==> config.mk <==
export PLATFORM = sky130hd
export DESIGN_NAME = seg7_scan_ctrl
export DESIGN_NICKNAME = d
export VERILOG_FILES = /design/src/rtl/seg7_pkg.sv /design/src/rtl/hex_to_seg7.sv /design/src/rtl/seg7_scan_ctrl.sv
export SDC_FILE = /design/constraint.sdc
export NUM_CORES = 1
export LEC_CHECK = 0
export CORE_MARGIN = 2
export CORE_UTILIZATION = 56
export CTS_CLUSTER_SIZE = 8
export DETAILED_ROUTE_END_ITERATION = 6
export MAX_ROUTING_LAYER = met4
export PLACE_DENSITY = 0.88
export SLEW_MARGIN = 20
export SYNTH_ARGS = -nofsm -noshare
export SYNTH_HDL_FRONTEND = slang
export SYNTH_SLANG_ARGS = --single-unit
==> constraint.sdc <==
create_clock -name clock -period 4.7 [get_ports clock]
set_input_delay 0.705 -clock clock [delete_from_list [all_inputs] [get_ports clock]]
set_output_delay 0.705 -clock clock [all_outputs]
set_load 0.01 [all_outputs]
==> src/rtl/seg7_pkg.sv <==
// Shared types and constants for the four-digit 7-segment scan controller.
// Segment patterns are active low in {g,f,e,d,c,b,a} order.
package seg7_pkg;

  typedef enum logic {
    BLANK = 1'b0,
    SHOW  = 1'b1
  } state_e;

  localparam logic [3:0] ALL_OFF_AN  = 4'b1111;
  localparam logic [6:0] ALL_OFF_SEG = 7'b1111111;

  localparam logic [6:0] HEX_SEG [0:15] = '{
    7'b1000000, 7'b1111001, 7'b0100100, 7'b0110000,
    7'b0011001, 7'b0010010, 7'b0000010, 7'b1111000,
    7'b0000000, 7'b0010000, 7'b0001000, 7'b0000011,
    7'b1000110, 7'b0100001, 7'b0000110, 7'b0001110
  };

endpackage

==> src/rtl/hex_to_seg7.sv <==
// Combinational hex nibble to active-low 7-segment pattern decoder.
module hex_to_seg7
  import seg7_pkg::*;
(
  input  logic [3:0] nibble_i,
  output logic [6:0] seg_o
);

  assign seg_o = HEX_SEG[nibble_i];

endmodule

==> src/rtl/seg7_scan_ctrl.sv <==
// Time-multiplexed scan of a four-digit 7-segment display with a blanking gap
// before every digit and a double-buffered value swapped only at frame boundaries.
module seg7_scan_ctrl
  import seg7_pkg::*;
#(
  parameter int BLANK_CYCLES = 1000,
  parameter int SHOW_CYCLES  = 99000
) (
  input  logic        clock,
  input  logic        reset,
  input  logic [15:0] digits_in,
  input  logic        load,
  input  logic [3:0]  dp_in,
  input  logic [3:0]  blank_mask,
  output logic [6:0]  seg,
  output logic        dp,
  output logic [3:0]  an,
  output logic        frame_start
);

  localparam int MAX_CYCLES = (BLANK_CYCLES > SHOW_CYCLES) ? BLANK_CYCLES : SHOW_CYCLES;
  localparam int CW         = (MAX_CYCLES > 1) ? $clog2(MAX_CYCLES) : 1;
  localparam logic [CW-1:0] BLANK_LAST = CW'(BLANK_CYCLES - 1);
  localparam logic [CW-1:0] SHOW_LAST  = CW'(SHOW_CYCLES - 1);

  state_e        state_q, state_d;
  logic [1:0]    idx_q, idx_d;
  logic [CW-1:0] cnt_q, cnt_d;
  logic [15:0]   active_q, active_d;
  logic [15:0]   pending_q, pending_d;
  logic          pend_valid_q, pend_valid_d;
  logic [6:0]    seg_q, seg_d;
  logic          dp_q, dp_d;
  logic [3:0]    an_q, an_d;
  logic          frame_start_q, frame_start_d;

  logic          last_show;
  logic [3:0]    show_nib;
  logic [6:0]    dec_seg;

  always_comb begin
    state_d   = state_q;
    idx_d     = idx_q;
    cnt_d     = cnt_q + 1'b1;
    last_show = (state_q == SHOW) && (cnt_q == SHOW_LAST) && (idx_q == 2'd3);
    if (state_q == BLANK) begin
      if (cnt_q == BLANK_LAST) begin
        state_d = SHOW;
        cnt_d   = '0;
      end
    end else begin
      if (cnt_q == SHOW_LAST) begin
        state_d = BLANK;
        cnt_d   = '0;
        idx_d   = idx_q + 2'd1;
      end
    end
  end

  // A load coinciding with the frame boundary bypasses the pending buffer.
  always_comb begin
    pending_d    = pending_q;
    pend_valid_d = pend_valid_q;
    active_d     = active_q;
    if (load) begin
      pending_d    = digits_in;
      pend_valid_d = 1'b1;
    end
    if (last_show) begin
      if (load) begin
        active_d = digits_in;
      end else if (pend_valid_q) begin
        active_d = pending_q;
      end
      pend_valid_d = 1'b0;
    end
  end

  assign show_nib = active_d[{idx_d, 2'b00} +: 4];

  hex_to_seg7 u_dec (
    .nibble_i (show_nib),
    .seg_o    (dec_seg)
  );

  // Outputs are derived from next-state so they switch on the same edge as the FSM.
  always_comb begin
    an_d          = ALL_OFF_AN;
    seg_d         = ALL_OFF_SEG;
    dp_d          = 1'b1;
    frame_start_d = (state_d == SHOW) && (idx_d == 2'd3) && (cnt_d == SHOW_LAST);
    if (state_d == SHOW) begin
      if (!blank_mask[idx_d]) begin
        an_d[idx_d] = 1'b0;
      end
      seg_d = dec_seg;
      dp_d  = ~dp_in[idx_d];
    end
  end

  always_ff @(posedge clock or posedge reset) begin
    if (reset) begin
      state_q       <= BLANK;
      idx_q         <= 2'd0;
      cnt_q         <= '0;
      active_q      <= 16'h0000;
      pending_q     <= 16'h0000;
      pend_valid_q  <= 1'b0;
      seg_q         <= ALL_OFF_SEG;
      dp_q          <= 1'b1;
      an_q          <= ALL_OFF_AN;
      frame_start_q <= 1'b0;
    end else begin
      state_q       <= state_d;
      idx_q         <= idx_d;
      cnt_q         <= cnt_d;
      active_q      <= active_d;
      pending_q     <= pending_d;
      pend_valid_q  <= pend_valid_d;
      seg_q         <= seg_d;
      dp_q          <= dp_d;
      an_q          <= an_d;
      frame_start_q <= frame_start_d;
    end
  end

  assign seg         = seg_q;
  assign dp          = dp_q;
  assign an          = an_q;
  assign frame_start = frame_start_q;

endmodule

==> impl_metrics.env, run 1 <==
export IMPL_synth_seq_cells=66
export IMPL_initial_core_util_pct=57.3
export IMPL_tns_ps=0
export IMPL_coreArea_sq_um=5850
export IMPL_fin_nets=395
export IMPL_crit_fanout=15
export IMPL_synth_top_family_by_area="simple AND/OR/NAND/NOR gates"
export IMPL_synth_nets=354
export IMPL_synth_compound_area_share_pct=12.4
export IMPL_muxShareOfSynthArea_pct=8.88
export IMPL_netlist_area_sq_um=3350
export IMPL_min_path_cells=1
export IMPL_finalSetupViolations=0
export IMPL_cts_htree_levels=3
export IMPL_holdPathEnd="pending_q[3]"
export IMPL_finalHoldWorstSlack_ps=502
export IMPL_clkTransAtPathRegs_ps=70
export IMPL_slew_headroom_pct=42.8
export IMPL_cts_tree="built"
export IMPL_routed_wl_mm=7.59
export IMPL_min_period_over_period_pct=85.1
export IMPL_pwr_share_comb_pct=8.4
export IMPL_drive_gt1_share_pct=15.9
export IMPL_rr_endpoint="seg[3]"
export IMPL_cts_hold_buf=0
export IMPL_critPathKind="reg -> reg"
export IMPL_viasPerCell=5.92
export IMPL_cts_root_buffer="clkbuf_8"
export IMPL_synth_edff_count=0
export IMPL_preCtsSetupSlack_ps=709
export IMPL_grt_antenna_before_repair=0
export IMPL_portBuffers=39
export IMPL_clock_skew_ps=7.17
export IMPL_die_x_um=81.4
export IMPL_ff2ff_setup_slack_ps=700
export IMPL_grt_pass1_vias=2606
export IMPL_gr_total_overflow=0
export IMPL_cts_buffers=9
export IMPL_hp_class="reg -> reg"
export IMPL_io_pins=40
export IMPL_cts_resized=0
export IMPL_critPathCaptureType="flop"
export IMPL_drt_iter0_drc=216
export IMPL_crit_arrival_ps=4250
export IMPL_diodes=0
export IMPL_dieArea_sq_um=6620
export IMPL_synthTopCellsByArea="dfrtp_1 (40%), dfstp_2 (9.4%), mux2_2 (4.7%)"
export IMPL_min_from="pending_q[3]"
export IMPL_synth_top_area_share_pct=40.3
export IMPL_drcViolationCount=0
export IMPL_yosysWarnings=0
export IMPL_grt_first_pass_wirelength_mm=12.6
export IMPL_post_cts_buffers=0
export IMPL_ctsLongestPathBuffers=2
export IMPL_reg2regPathDepth=10
export IMPL_status="completed"
export IMPL_antenna_left=0
export IMPL_drt_wirelength_per_cell_um=17.3
export IMPL_dp_hpwl_mm=5.44
export IMPL_layout_min_cycle_time_ps=4000
export IMPL_dr_wl_met2_mm=3.68
export IMPL_grt_max_degree=42
export IMPL_synth_top_cells_by_count="dfrtp_1 (54), nand2_1 (26), inv_1 (25), nor2_1 (22), o21ai_0 (19)"
export IMPL_p_leak_uw=0.00171
export IMPL_synth_ff_type="dfrtp_1"
export IMPL_area_growth_pct=18.1
export IMPL_row_count=28
export IMPL_drv_cap=0
export IMPL_yosysSeqAreaShare_pct=49.7
export IMPL_rsz0062_at_grt="no"
export IMPL_tightest_slew_ps=857
export IMPL_p_int_uw=820
export IMPL_ys_async_sr_fraction_pct=100
export IMPL_synth_most_common_cell="dfrtp_1"
export IMPL_gp_congestion=0.899
export IMPL_synth_xor_xnor_area_share_pct=4.18
export IMPL_p_sw_share_pct=24.1
export IMPL_dr_pass1_iters=4
export IMPL_grt_usage_pct=26.0
export IMPL_cts_num_sinks=66
export IMPL_synth_simple_area_share_pct=16.8
export IMPL_p_sw_uw=260
export IMPL_crit_required_ps=4950
export IMPL_wl_met3_um=350
export IMPL_ys_types=57
export IMPL_die_h_um=81.4
export IMPL_synthCells=319
export IMPL_final_max_slew_viol_count=0
export IMPL_clk_latency_ps=330
export IMPL_clock_power_share_pct=36.6
export IMPL_num_vias=2604
export IMPL_cp_start_kind="flop"
export IMPL_ir_drop_mv=0.149
export IMPL_max_freq_ghz=0.250
export IMPL_netlist_top_cell_by_area="dfrtp_1"
export IMPL_reg2reg_from="cnt_q[10]"
export IMPL_hold_viol=0
export IMPL_fin_ws_ps=701
export IMPL_finalPower_uw=1080
export IMPL_dr_max_layer_used="met4"
export IMPL_finish_utilization_pct=67.7
export IMPL_syn_avg_cell_area_sq_um=10.5
export IMPL_m1WireLength_mm=3.44
export IMPL_seq_power_share_pct=55.1
export IMPL_powerDensity_nw_per_um2=273
export IMPL_synthAdderAreaFrac_pct=2.99
[metrics by stage]
step                area (sq um)  std cells
finish                      3960        440
global route                3960        440
CTS                         3960        440
detailed placement          3800        424
global placement            3800        424
floorplan                   3350        319
[cell families (layout without fill, tap and decap cells)]
logic type               after synthesis  in the layout
AND/OR/NAND/NOR                      106            106
flip-flops                            66             66
buffers and inverters                 40             86
adder cells (fa/ha/maj)                8              8
multiplexers                          23             23
XOR/XNOR                              16             16
AO/OA/AOI/OAI                         60             60
[area by class of cell]
class,instances,area [sq um]
repair buffers,44,428
clock inverters,3,17.5
flip-flops and latches,66,1670
fillers,421,1890
inverters,26,98.8
well taps,75,93.8
multi-input cells,213,1520
clock buffers,13,139
[power groups by stage]
stage               Clock (uW)  Combinational [uW]  Sequential [uW]
floorplan                    0                53.2              602
global placement             0                87.4              603
detailed placement           0                89.6              605
CTS                        399                90.3              595
global route               427                99.9              596
finish                     395                90.3              595
[layer usage]
metal | GRT usage, % | vias to the layer above
li1 | - | 1211
met1 | 34.7 | 1312
met5 | - | -
met2 | 40.0 | 69
met4 | 11.0 | 0
met3 | 3.67 | 12
[layout by cell type (no fill, tap or decap), drive strengths merged, types with 4 or more instances in the layout]
master         synthesis  layout
dfrtp                 54      54
clkdlybuf4s50          0      39
nand2                 26      26
inv                   25      25
nor2                  23      23
o21ai                 22      22
mux2                  14      14
nand3                 14      14
clkbuf                 8      13
dfstp                 12      12
nor3                  11      11
xor2                   8       8
xnor2                  8       8
ha                     8       8
or4                    7       7
a22oi                  5       5
and3                   5       5
mux2i                  5       5
buf                    6       5
o21bai                 4       4
mux4                   4       4
nor4                   4       4
[flip-flops by register name, indices dropped and copies added, names as in the netlist]
| name | cells |
|---|---|
| state_q | 1 |
| an | 4 |
| dp | 1 |
| cnt_q | 17 |
| seg | 7 |
| pend_valid_q | 1 |
| idx_q | 2 |
| active_q | 16 |
| frame_start | 1 |
| pending_q | 16 |
[critical path: stages, from the launching register on]
cell and delay (ps):
dfrtp_1 420, or4_4 570, or4_1 670, or3_4 470
and2_4 210, clkinv_2 110, mux4_2 600, ha_1 340
nor3_1 50, a2111oi_0 380, a31oi_1 90
[how the worst max path moves through the flow]
stage,cells after the start,slack [ps],startpoint,to
after floorplan,12,1040,cnt_q[10],seg[3]
after global placement,10,840,cnt_q[10],seg[3]
after detailed placement,10,710,cnt_q[13],seg[3]
after CTS,10,710,cnt_q[13],seg[3]
after global routing,10,510,cnt_q[13],seg[3]
final,10,700,cnt_q[10],seg[3]
Power figures use the tool's default switching activity.
==> run 2, diff against run 1 <==
--- a/config.mk
+++ b/config.mk
@@ -10,7 +10,7 @@
 export CTS_CLUSTER_SIZE = 8
 export DETAILED_ROUTE_END_ITERATION = 6
 export MAX_ROUTING_LAYER = met4
-export PLACE_DENSITY = 0.88
+export PLACE_DENSITY_LB_ADDON = 0.2
 export SLEW_MARGIN = 20
 export SYNTH_ARGS = -nofsm -noshare
 export SYNTH_HDL_FRONTEND = slang
==> run 2 against run 1 <==
Via count is 4.5% lower. Sequential power about the same. Sequential share of layout area shrank 0.40 points. Die area unchanged. Largest power group unchanged.
==> impl_metrics.env, run 2 (synthesized netlist as in run 1, its figures left out) <==
export IMPL_status="completed"
export IMPL_drt_wirelength_per_cell_um=16.3
export IMPL_cts_buffers=9
export IMPL_layout_min_cycle_time_ps=3980
export IMPL_num_vias=2488
export IMPL_slowest_stage="or4_1"
export IMPL_drv_cap=0
export IMPL_grt_pass1_vias=2393
export IMPL_tightest_slew_ps=739
export IMPL_rr_endpoint="seg[3]"
export IMPL_p_leak_uw=0.00174
export IMPL_dr_pass1_iters=6
export IMPL_clock_skew_ps=9.93
export IMPL_clkTransAtPathRegs_ps=70
export IMPL_ctsLongestPathBuffers=2
export IMPL_rsz0062_at_grt="no"
export IMPL_clk_latency_ps=340
export IMPL_final_common_cell="dfrtp_1"
export IMPL_largest_register="cnt_q"
export IMPL_fin_nets=395
export IMPL_reg_top3="cnt_q x17, active_q x16, pending_q x16"
export IMPL_row_count=28
export IMPL_min_from="cnt_q[0]"
export IMPL_final_max_slew_viol_count=0
export IMPL_critPathKind="reg -> reg"
export IMPL_ff2ff_setup_slack_ps=720
export IMPL_cts_resized=0
export IMPL_grt_antenna_before_repair=0
export IMPL_cts_tree="built"
export IMPL_powerDensity_nw_per_um2=287
export IMPL_holdPathEnd="cnt_q[0]"
export IMPL_path_cells="or4_4 > or4_1 > or3_4 > and2_4 > clkinv_2 > mux4_2 > ha_1 > nor3_1 > a2111oi_0 > a31oi_1"
export IMPL_reg2regPathDepth=10
export IMPL_slowest_delay_ps=670
export IMPL_antenna_left=0
export IMPL_cp_start_kind="flop"
export IMPL_reg2reg_from="cnt_q[13]"
export IMPL_routed_wl_mm=7.16
export IMPL_gp_congestion=0.937
export IMPL_die_h_um=81.4
export IMPL_slew_headroom_pct=50.6
export IMPL_place_area_sq_um=3800
export IMPL_crit_required_ps=4960
export IMPL_coreArea_sq_um=5850
export IMPL_hp_class="reg -> reg"
export IMPL_min_period_over_period_pct=84.7
export IMPL_cts_root_buffer="clkbuf_8"
export IMPL_hold_viol=0
export IMPL_io_pins=40
export IMPL_dieArea_sq_um=6620
export IMPL_grt_usage_pct=24.6
export IMPL_fillerInstances=452
export IMPL_area_growth_pct=19.2
export IMPL_grt_max_degree=35
export IMPL_crit_arrival_ps=4240
export IMPL_register_area_sq_um=1670
export IMPL_tns_ps=0
export IMPL_initial_core_util_pct=57.3
export IMPL_cts_hold_buf=0
export IMPL_crit_fanout=15
export IMPL_die_x_um=81.4
export IMPL_critPathCaptureType="flop"
export IMPL_min_path_cells=1
export IMPL_cts_htree_levels=3
export IMPL_multi_input_area_sq_um=1520
export IMPL_cts_num_sinks=66
export IMPL_drive_gt1_share_pct=17.0
export IMPL_max_freq_ghz=0.251
export IMPL_grt_first_pass_wirelength_mm=11.8
export IMPL_finalSetupViolations=0
export IMPL_viasPerCell=5.65
export IMPL_post_cts_buffers=0
export IMPL_final_cell_mix="dfrtp_1 (54), clkdlybuf4s50_1 (39), nand2_1 (26)"
export IMPL_diodes=0
export IMPL_drcViolationCount=0
export IMPL_finish_utilization_pct=68.3
export IMPL_gr_total_overflow=0
export IMPL_ir_drop_mv=0.164
export IMPL_dp_hpwl_mm=5.10
export IMPL_largest_reg_flops=17
export IMPL_portBuffers=39
export IMPL_drt_iter0_drc=171
export IMPL_fin_area_sq_um=4000
[run 2: metal layers]
layer | wire [um] | share of wire (%) | track usage (%) | vias to the layer above
met4 | 53 | 0.74 | 9.15 | 0
met5 | 0 | 0 | - | -
met1 | 3430 | 48 | 35.2 | 1208
li1 | - | - | - | 1213
met2 | 3350 | 47 | 35.2 | 63
met3 | 333 | 4.6 | 4.00 | 4
[run 2: per-stage QoR]
stage | total power [uW] | std cells | hold slack (ps) | setup WS (ps)
final | 1150 | 440 | 498 | 718
after global routing | 1200 | 440 | 532 | 533
after CTS | 1150 | 440 | 504 | 730
after detailed placement | 694 | 424 | 484 | 736
after global placement | 692 | 424 | 475 | 828
after floorplan | 655 | 319 | 450 | 1040
[run 2: worst max-delay path by stage]
stage | to | start | slack (ps) | cells after the start
3_5_place_dp | seg[3] | cnt_q[13] | 740 | 10
3_3_place_gp | seg[3] | cnt_q[10] | 830 | 10
4_1_cts | seg[3] | cnt_q[13] | 730 | 10
6_report | seg[3] | cnt_q[13] | 720 | 10
2_1_floorplan | seg[3] | cnt_q[10] | 1040 | 12
5_1_grt | seg[3] | cnt_q[13] | 530 | 10
[run 2: final cells by class]
class / instances / area share, %
inverter: 26 / 2.47
clock buffer: 9 / 3.10
clock inverter: 7 / 1.75
multi-input combinational: 213 / 37.9
sequential: 66 / 41.7
timing repair buffer: 44 / 10.7
tap: 75 / 2.35
[run 2: worst max-delay path: cells and delay by family, from the launching register on]
family	cells	cell delay (ps)
AO/OA/AOI/OAI	2	450
adder cells (fa/ha/maj)	1	340
buffers and inverters	1	100
flip-flops	1	470
multiplexers	1	610
AND/OR/NAND/NOR	5	1940
[run 2: power by group]
group | switching (uW) | internal (uW) | total, uW
Combinational | 45.6 | 43.6 | 89.2
Sequential | 7.63 | 586 | 594
Clock | 219 | 243 | 463
Total | 272 | 873 | 1150
==> run 3, diff against run 2 <==
--- a/config.mk
+++ b/config.mk
@@ -6,7 +6,7 @@
 export NUM_CORES = 1
 export LEC_CHECK = 0
 export CORE_MARGIN = 2
-export CORE_UTILIZATION = 56
+export CORE_UTILIZATION = 50
 export CTS_CLUSTER_SIZE = 8
 export DETAILED_ROUTE_END_ITERATION = 6
 export MAX_ROUTING_LAYER = met4
==> constraint.sdc (replaced) <==
create_clock -name clock -period 3.3 [get_ports clock]
set_input_delay 0.495 -clock clock [delete_from_list [all_inputs] [get_ports clock]]
set_output_delay 0.495 -clock clock [all_outputs]
set_load 0.01 [all_outputs]
==> run 3 against run 2 <==
The run now ends with design-rule violations, negative setup slack left. Combinational power increased by 77%. Critical path depth increased by 3. Count of clock-buffer cells in the layout unchanged. Largest power group unchanged. Maximum frequency is 18% higher. Global-route usage down 0.52 points. Clock power up 45%. Clock skew decreased by 2.9 ps. Critical endpoint is now seg[4]. Register-to-register slack got worse by 810 ps.
==> impl_metrics.env, run 3 (synthesized netlist as in run 1, its figures left out) <==
export IMPL_finish_utilization_pct=69.8
export IMPL_routed_wl_mm=8.17
export IMPL_gr_total_overflow=0
export IMPL_cts_hold_buf=0
export IMPL_final_max_slew_viol_count=0
export IMPL_reg_top3="cnt_q x17, active_q x16, pending_q x16"
export IMPL_layout_min_cycle_time_ps=3390
export IMPL_cts_num_sinks=66
export IMPL_p_leak_uw=0.00194
export IMPL_cp_start_kind="flop"
export IMPL_grt_pass1_vias=2907
export IMPL_coreArea_sq_um=6420
export IMPL_drcViolationCount=4
export IMPL_drt_iter0_drc=177
export IMPL_grt_max_degree=38
export IMPL_min_period_over_period_pct=103
export IMPL_cts_htree_levels=3
export IMPL_ir_drop_mv=0.279
export IMPL_rsz0062_at_grt="yes"
export IMPL_seq_power_share_pct=50.4
export IMPL_powerDensity_nw_per_um2=374
export IMPL_drt_wirelength_per_cell_um=17.0
export IMPL_slew_headroom_pct=46.9
export IMPL_drv_cap=0
export IMPL_pwr_share_comb_pct=9.5
export IMPL_die_x_um=85.9
export IMPL_gp_congestion=0.853
export IMPL_status="complete, but fails checks"
export IMPL_ctsLongestPathBuffers=2
export IMPL_portBuffers=39
export IMPL_dp_hpwl_mm=5.46
export IMPL_violations="design-rule violations, negative setup slack"
export IMPL_p_sw_share_pct=24.6
export IMPL_largest_reg_flops=17
export IMPL_antenna_left=0
export IMPL_row_count=29
export IMPL_diodes=0
export IMPL_crit_arrival_ps=3660
export IMPL_clock_skew_ps=7.02
export IMPL_cts_tree="built"
export IMPL_crit_required_ps=3580
export IMPL_cts_root_buffer="clkbuf_8"
export IMPL_die_h_um=85.9
export IMPL_p_int_uw=1260
export IMPL_critPathKind="reg -> reg"
export IMPL_clock_power_share_pct=40.1
export IMPL_num_vias=2726
export IMPL_drive_gt1_share_pct=30.4
export IMPL_hp_class="reg -> reg"
export IMPL_fin_ws_ps=-87.6
export IMPL_area_growth_pct=33.7
export IMPL_largest_register="cnt_q"
export IMPL_grt_first_pass_wirelength_mm=13.4
export IMPL_p_sw_uw=413
export IMPL_final_common_cell="dfrtp_1"
export IMPL_tightest_slew_ps=791
export IMPL_initial_core_util_pct=52.2
export IMPL_grt_usage_pct=24.0
export IMPL_dieArea_sq_um=7370
export IMPL_tns_ps=-247
export IMPL_crit_fanout=6
export IMPL_io_pins=40
export IMPL_cts_buffers=9
export IMPL_dr_pass1_iters=7
export IMPL_hold_viol=0
export IMPL_clkTransAtPathRegs_ps=80
export IMPL_grt_antenna_before_repair=0
export IMPL_preCtsSetupSlack_ps=-67.4
export IMPL_fin_nets=435
export IMPL_viasPerCell=5.66
export IMPL_finalSetupViolations=5
export IMPL_critPathCaptureType="flop"
export IMPL_max_freq_ghz=0.295
export IMPL_fillerInstances=481
export IMPL_final_cell_mix="dfrtp_1 (54), clkdlybuf4s50_1 (39), buf_4 (38)"
export IMPL_clk_latency_ps=340
-- run 3: cell types whose count changed in the layout (fill, tap and decap cells not counted), moves of 5 or more --
cell / change
ha_4: +5
o21ai_0: -5
buf_4: +33
ha_1: -5
buf_6: +6
-- run 3: repair_timing --
item,4_1_cts,5_1_grt
resized for setup,5,36
pin swaps,2,11
setup endpoints to repair,6,7
buffers inserted,1,7
-- run 3: worst paths after layout --
path / cells after the start / slack, ps / end / from
worst min-delay path: 1 / 490 / cnt_q[0] / cnt_q[0]
max in group asynchronous: 3 / 1980 / pending_q[8] / reset
worst max register to register: 13 / -90 / seg[4] / cnt_q[13]
worst min register to register: 1 / 490 / cnt_q[0] / cnt_q[0]
min in group asynchronous: 2 / 610 / cnt_q[14] / reset
worst max-delay path: 13 / -90 / seg[4] / cnt_q[13]
-- run 3: power groups by stage --
| stage | clock, uW | combinational, uW | sequential (uW) |
|---|---|---|---|
| after floorplan | 0 | 77.4 | 857 |
| after global placement | 0 | 138 | 859 |
| after detailed placement | 0 | 140 | 860 |
| after CTS | 679 | 144 | 845 |
| after global routing | 717 | 175 | 848 |
| final | 671 | 158 | 845 |
-- run 3: critical path, cell delays in order (launching register included) --
cell     delay [ps]
dfrtp_1         390
or4_4           540
buf_6           130
nor4_4          280
nand3_1         130
buf_6           160
buf_6           120
o21a_1          170
and3_4          150
mux4_2          560
buf_6           170
ha_4            140
mux2i_1         180
a221o_1         210
-- run 3: cell type report --
class                   instances  area (sq um)  share of cell area (%)
well taps                      77          96.3                    2.15
flip-flops and latches         66          1670                    37.2
inverters                      26           108                    2.40
clock inverters                 7          70.1                    1.56
repair buffers                 84           763                    17.0
clock buffers                   9           124                    2.76
multi-input cells             213          1650                    36.9
-- run 3: per-stage QoR --
stage	hold slack (ps)	cell area [sq um]	cells	total power, uW
after CTS	496	4300	475	1670
after global routing	522	4480	482	1740
after floorplan	450	3380	319	934
after global placement	481	4080	458	997
final	491	4480	482	1670
after detailed placement	485	4080	458	1000
-- run 3: metal layers --
layer / up-vias / GRT usage (%) / share of wire [%]
li1: 1300 / - / -
met5: - / - / 0
met2: 64 / 35.7 / 47
met1: 1335 / 32.3 / 46
met4: 0 / 11.5 / 3.3
met3: 27 / 3.95 / 3.8
==> edit 1 (config.mk and constraints of run 1) <==
The parameter `SHOW_CYCLES` goes from 99000 to 49500.
--- a/src/rtl/seg7_scan_ctrl.sv
+++ b/src/rtl/seg7_scan_ctrl.sv
@@ -6,3 +6,3 @@
   parameter int BLANK_CYCLES = 1000,
-  parameter int SHOW_CYCLES  = 99000
+  parameter int SHOW_CYCLES  = 49500
 ) (
Behaviour: same outputs for any inputs over 10 cycles, from zero or initial values and one cycle with reset high; that may be too few to reach the edited logic, so the function may still have changed.
==> edit 1 against run 1 <==
  * Synthesized area rose by 7.4%
  * Utilization fell by 0.89 points
  * Sequential cell count fell by 1
  * Power fell by 0.10%
  * Critical path depth rose by 3
  * Wire length fell by 3.4%
  * Final area rose by 5.9%
  * First-iteration DRC count fell by 28%
  * Global-route usage fell by 2.7 points
  * Cell count rose by 2.5%
  * Setup slack improved by 0.28 ns
==> edit 1: results (changes against run 1) <==
Placed design:
- The placed cell count is 435 (+2.6%).
- The half-perimeter wire length after placement is 5280 um (-3.0%).
- The standard cell area after detailed placement is 4020 um^2 (+5.7%).
- The pre-CTS setup slack is 0.733 ns (+0.0242 ns).
- The routability congestion estimate from global placement is 0.924 (+2.8%).

Route:
- The met2 layer wire length in the routed design came to 3400 um (-7.6%).
- The final routed wire length divided by cell count is 16.3 um (-5.8%).
- The detailed-routing wirelength on met1 is 3460 um (+0.58%).
- The met3 layer wire length in the routed design is 357 um (+2.0%).
- The number of DRC violations after detailed-routing iteration 0 is 156 (-28%).
- The number of optimization iterations in the first detailed-route pass came to 4 (unchanged).

Worst setup path:
- The largest individual stage delay along the critical path comes from the cell sky130_fd_sc_hd__or3_1.
- The highest net fanout along the worst path is 11 (-4).
- The worst-case reg-to-reg path depth was 13 (+3).
- In this run the worst setup path terminates at seg[5].
- The worst-case register-to-register setup slack came to 0.98 ns (+0.28 ns).
- The first element of the critical path is cnt_q[0].
- The largest incremental delay on the critical path came to 0.52 ns (-0.15 ns).
- The arrival time of the worst setup path is 3.99 ns (-0.26 ns).

GRT:
- The maximum number of pins on one net before global-route repair is 39 (-7.1%).
- The met3 capacity usage during global routing is 4.42% (+0.76 points).
- The via count of the first global-routing pass was 2690 (+3.2%).
- The overall routing resource usage was 23.3% (-2.7 points).
- The global-route wire length before repair was 12800 um (+1.5%).
- The met2 capacity usage during global routing is 35.1% (-4.9 points).
- The global-route track usage on met1 is 31.5% (-3.2 points).

Min path:
- In this run the most critical hold path is launched from cnt_q[0].
- The worst hold path terminates at cnt_q[0].
- The type of the worst min-delay path is reg -> reg.

Timing:
- The smallest hold slack was 0.481 ns (-0.0212 ns).
- The largest clock skew in the final design is 0.00654 ns (-0.000637 ns).
- The final period utilization came to 79.1% (-5.9 points).

Finish:
- The largest registers in the layout are active_q: 16 flops, cnt_q: 16 flops, pending_q: 16 flops.
- The fill cell total of the finished layout came to 484 (+15%).
- The number of non-clock inverters in the layout is 13 (-50%).
- The portion of the layout cell area used by non-clock buffers is 10.2% (-0.60 points).
- The post-layout instance area came to 4190 um^2 (+5.9%).
- The fraction of area in clock buffers and inverters came to 4.15% (+0.20 points).
- The multi-input combinational cell count is 236 (+11%).
- The area of all sequential standard cells is 1640 um^2 (-1.5%).
- The non-filler instance count after layout is 451 (+2.5%).
- The fraction of layout instances using a drive strength above 1 is 18.2% (+2.3 points).
- The final net count is 404 (+2.3%).
- The multi-input logic area is 1800 um^2 (+19%).

Run status:
- The run finished with clean final reports.

Logic synthesis:
- The mapped cell area is 3600 um^2 (+7.4%).
- The synthesized area per cell came to 10.8 um^2 (+2.8%).
- Sorting the synthesized cells by how often they occur yields sky130_fd_sc_hd__dfrtp_1 (53), sky130_fd_sc_hd__nor2_1 (30), sky130_fd_sc_hd__nand2_1 (23).
- The synthesis-stage register bit count is 65 (-1.5%).
- The post-synthesis net count was 368 (+4.0%).

Power and ir drop:
- The largest voltage drop on the vdd net is 0.000167 V (+12%).
- The leakage dissipation was 1.79 nW (+4.4%).
[edit 1: cell count changes in the layout (fill, tap and decap cells not counted), sizes merged, moves of 5 or more]
cell   delta
a221o     +5
a22oi     -5
a32o      +6
and2      +7
inv      -13
mux2      +7
mux2i     +7
nand3     -5
nor2      +7
nor2b     +8
o21ai    -11
[edit 1: logic make-up (layout without fill, tap and decap cells)]
logic type | count (synthesis) | count (layout) | share of synthesized area [%]
xor gates and xnor gates | 16 | 16 | 4.42
DFF | 65 | 65 | 45.6
buffers and inverters | 32 | 73 | 4.28
adders and majority gates | 8 | 8 | 2.78
AOI/OAI and AO/OA | 59 | 59 | 13.0
and+or+nand+nor | 119 | 119 | 18.6
muxes | 34 | 34 | 11.3
[edit 1: where the power goes]
group          leakage (nW)  internal (W)  switching, W  total [W]
combinational         0.889     0.0000381     0.0000314  0.0000696
clock                0.0932      0.000218      0.000209   0.000427
sequential            0.808      0.000575    0.00000749   0.000583
total                  1.79      0.000831      0.000248    0.00108
==> edit 2 (settings of run 1) <==
Without the edit above. `pending_q` no longer has a reset.
--- a/src/rtl/seg7_scan_ctrl.sv
+++ b/src/rtl/seg7_scan_ctrl.sv
@@ -106,3 +106,2 @@
       active_q      <= 16'h0000;
-      pending_q     <= 16'h0000;
       pend_valid_q  <= 1'b0;
@@ -117,3 +116,2 @@
       active_q      <= active_d;
-      pending_q     <= pending_d;
       pend_valid_q  <= pend_valid_d;
@@ -124,2 +122,6 @@
     end
+  end
+
+  always_ff @(posedge clock) begin
+    pending_q <= pending_d;
   end
Behaviour: no difference found for any inputs over 10 cycles, from zero or initial values and one cycle with reset high; that may be too few to reach the edited logic, so the function may still have changed.
==> edit 2 against run 1 <==
  * Wire length is 6.5% lower
  * Maximum frequency is 0.27% higher
  * Global-route usage is 0.76 points lower
  * Sequential cell count unchanged
  * First-iteration DRC count rose by 43%
  * Non-clock buffer count grew 1
  * Synthesized area decreased by 3.8%
  * Setup slack better by 0.011 ns
  * Final area down 3.2%
  * Count of clock-buffer cells in the layout shrank 2
  * Sequential share of layout area up 3.5 points
  * Power fell by 3.7%
  * Combinational power down 50%
  * Largest cell class unchanged
  * Largest power group unchanged
==> edit 2: results (changes against run 1) <==
Run status:
- The flow ran to the end, and the final reports show no timing, DRC or antenna violations.

Finish:
- The portion of the layout cell area used by non-clock buffers was 11.4% (+0.55 points).
- The count of flip-flops and latches was 66 (unchanged).
- The final net count is 368 (-6.8%).
- The clock buffer instance count of the final layout is 11 (-2).
- The non-clock buffer instance count of the final layout is 45 (+2.3%).
- The fill cell total of the finished layout came to 420 (-0.24%).
- The fraction of area in clock buffers and inverters is 4.02% (+0.065 points).

Worst setup path:
- The arrival time of the worst setup path is 4.24 ns (about the same).
- The worst-case reg-to-reg path depth is 13 (+3).

Timing:
- The smallest hold slack is 0.513 ns (+0.0109 ns).
- The slew at the pin closest to its max-slew limit is 0.871 ns (+0.0139 ns).
- The maximum clock rate is 251 MHz (+0.27%).
- The largest clock skew in the final design is 0.0119 ns (+0.00476 ns).

GRT:
- The via count of the first global-routing pass is 2436 (-6.5%).
- The maximum number of pins on one net before global-route repair was 51 (+21%).

Route:
- The total via count in the routed design is 2477 (-4.9%).
- The per-cell via count in the routed design was 6.04 (+2.1%).
- The number of DRC violations after detailed-routing iteration 0 is 308 (+43%).

Power and ir drop:
- The leakage dissipation came to 1.63 nW (-5.1%).
- The largest voltage drop on the vdd net came to 0.000153 V (+3.0%).
- The power density of the placed cells is 271 nW/um^2 (-0.53%).
- The combinational share of power is 4.4% (-4.0 points).
- The clock-net power is 0.000390 W (-1%).

Logic synthesis:
- The post-synthesis net count is 327 (-7.6%).
- The async set or reset register ratio after synthesis is 75.8% (-24 points).
- The sequential area share after synthesis came to 54.2% (+4.4 points).
- The area share of xor/xnor cells in the synthesized design is 4.89% (+0.71 points).
- The share of synthesized area spent on multiplexers is 6.40% (-2.5 points).

Floorplanning:
- The area of the die is 6380 um^2 (-3.6%).

Placed design:
- The standard cell area after detailed placement is 3680 um^2 (-3.3%).
## edit 2: cell count changes in the layout (fill, tap and decap cells not counted), sizes merged, moves of 6 or more
cell | run 1 | this run
a21oi | 3 | 24
and3 | 5 | 11
and2 | 3 | 9
dfrtp | 54 | 38
mux2 | 14 | 1
edfxtp | 0 | 16
inv | 25 | 9
nor3 | 11 | 4
mux2i | 5 | 16
a32oi | 0 | 15
o21ai | 22 | 9
## edit 2: path summary, 6_finish.rpt
path | from | end
setup / recovery | cnt_q[10] | seg[3]
min in group asynchronous | reset | cnt_q[12]
setup reg to reg | cnt_q[10] | seg[3]
max in group asynchronous | reset | cnt_q[8]
hold reg to reg | active_q[12] | active_q[12]
hold / removal | active_q[12] | active_q[12]
## edit 2: layer usage
metal	track usage, %	vias to the layer above	part of all wire, %
met5	-	-	0
met4	10.3	0	1.9
met3	5.09	12	6.0
met2	36.7	83	47
met1	35.0	1228	45
li1	-	1154	-
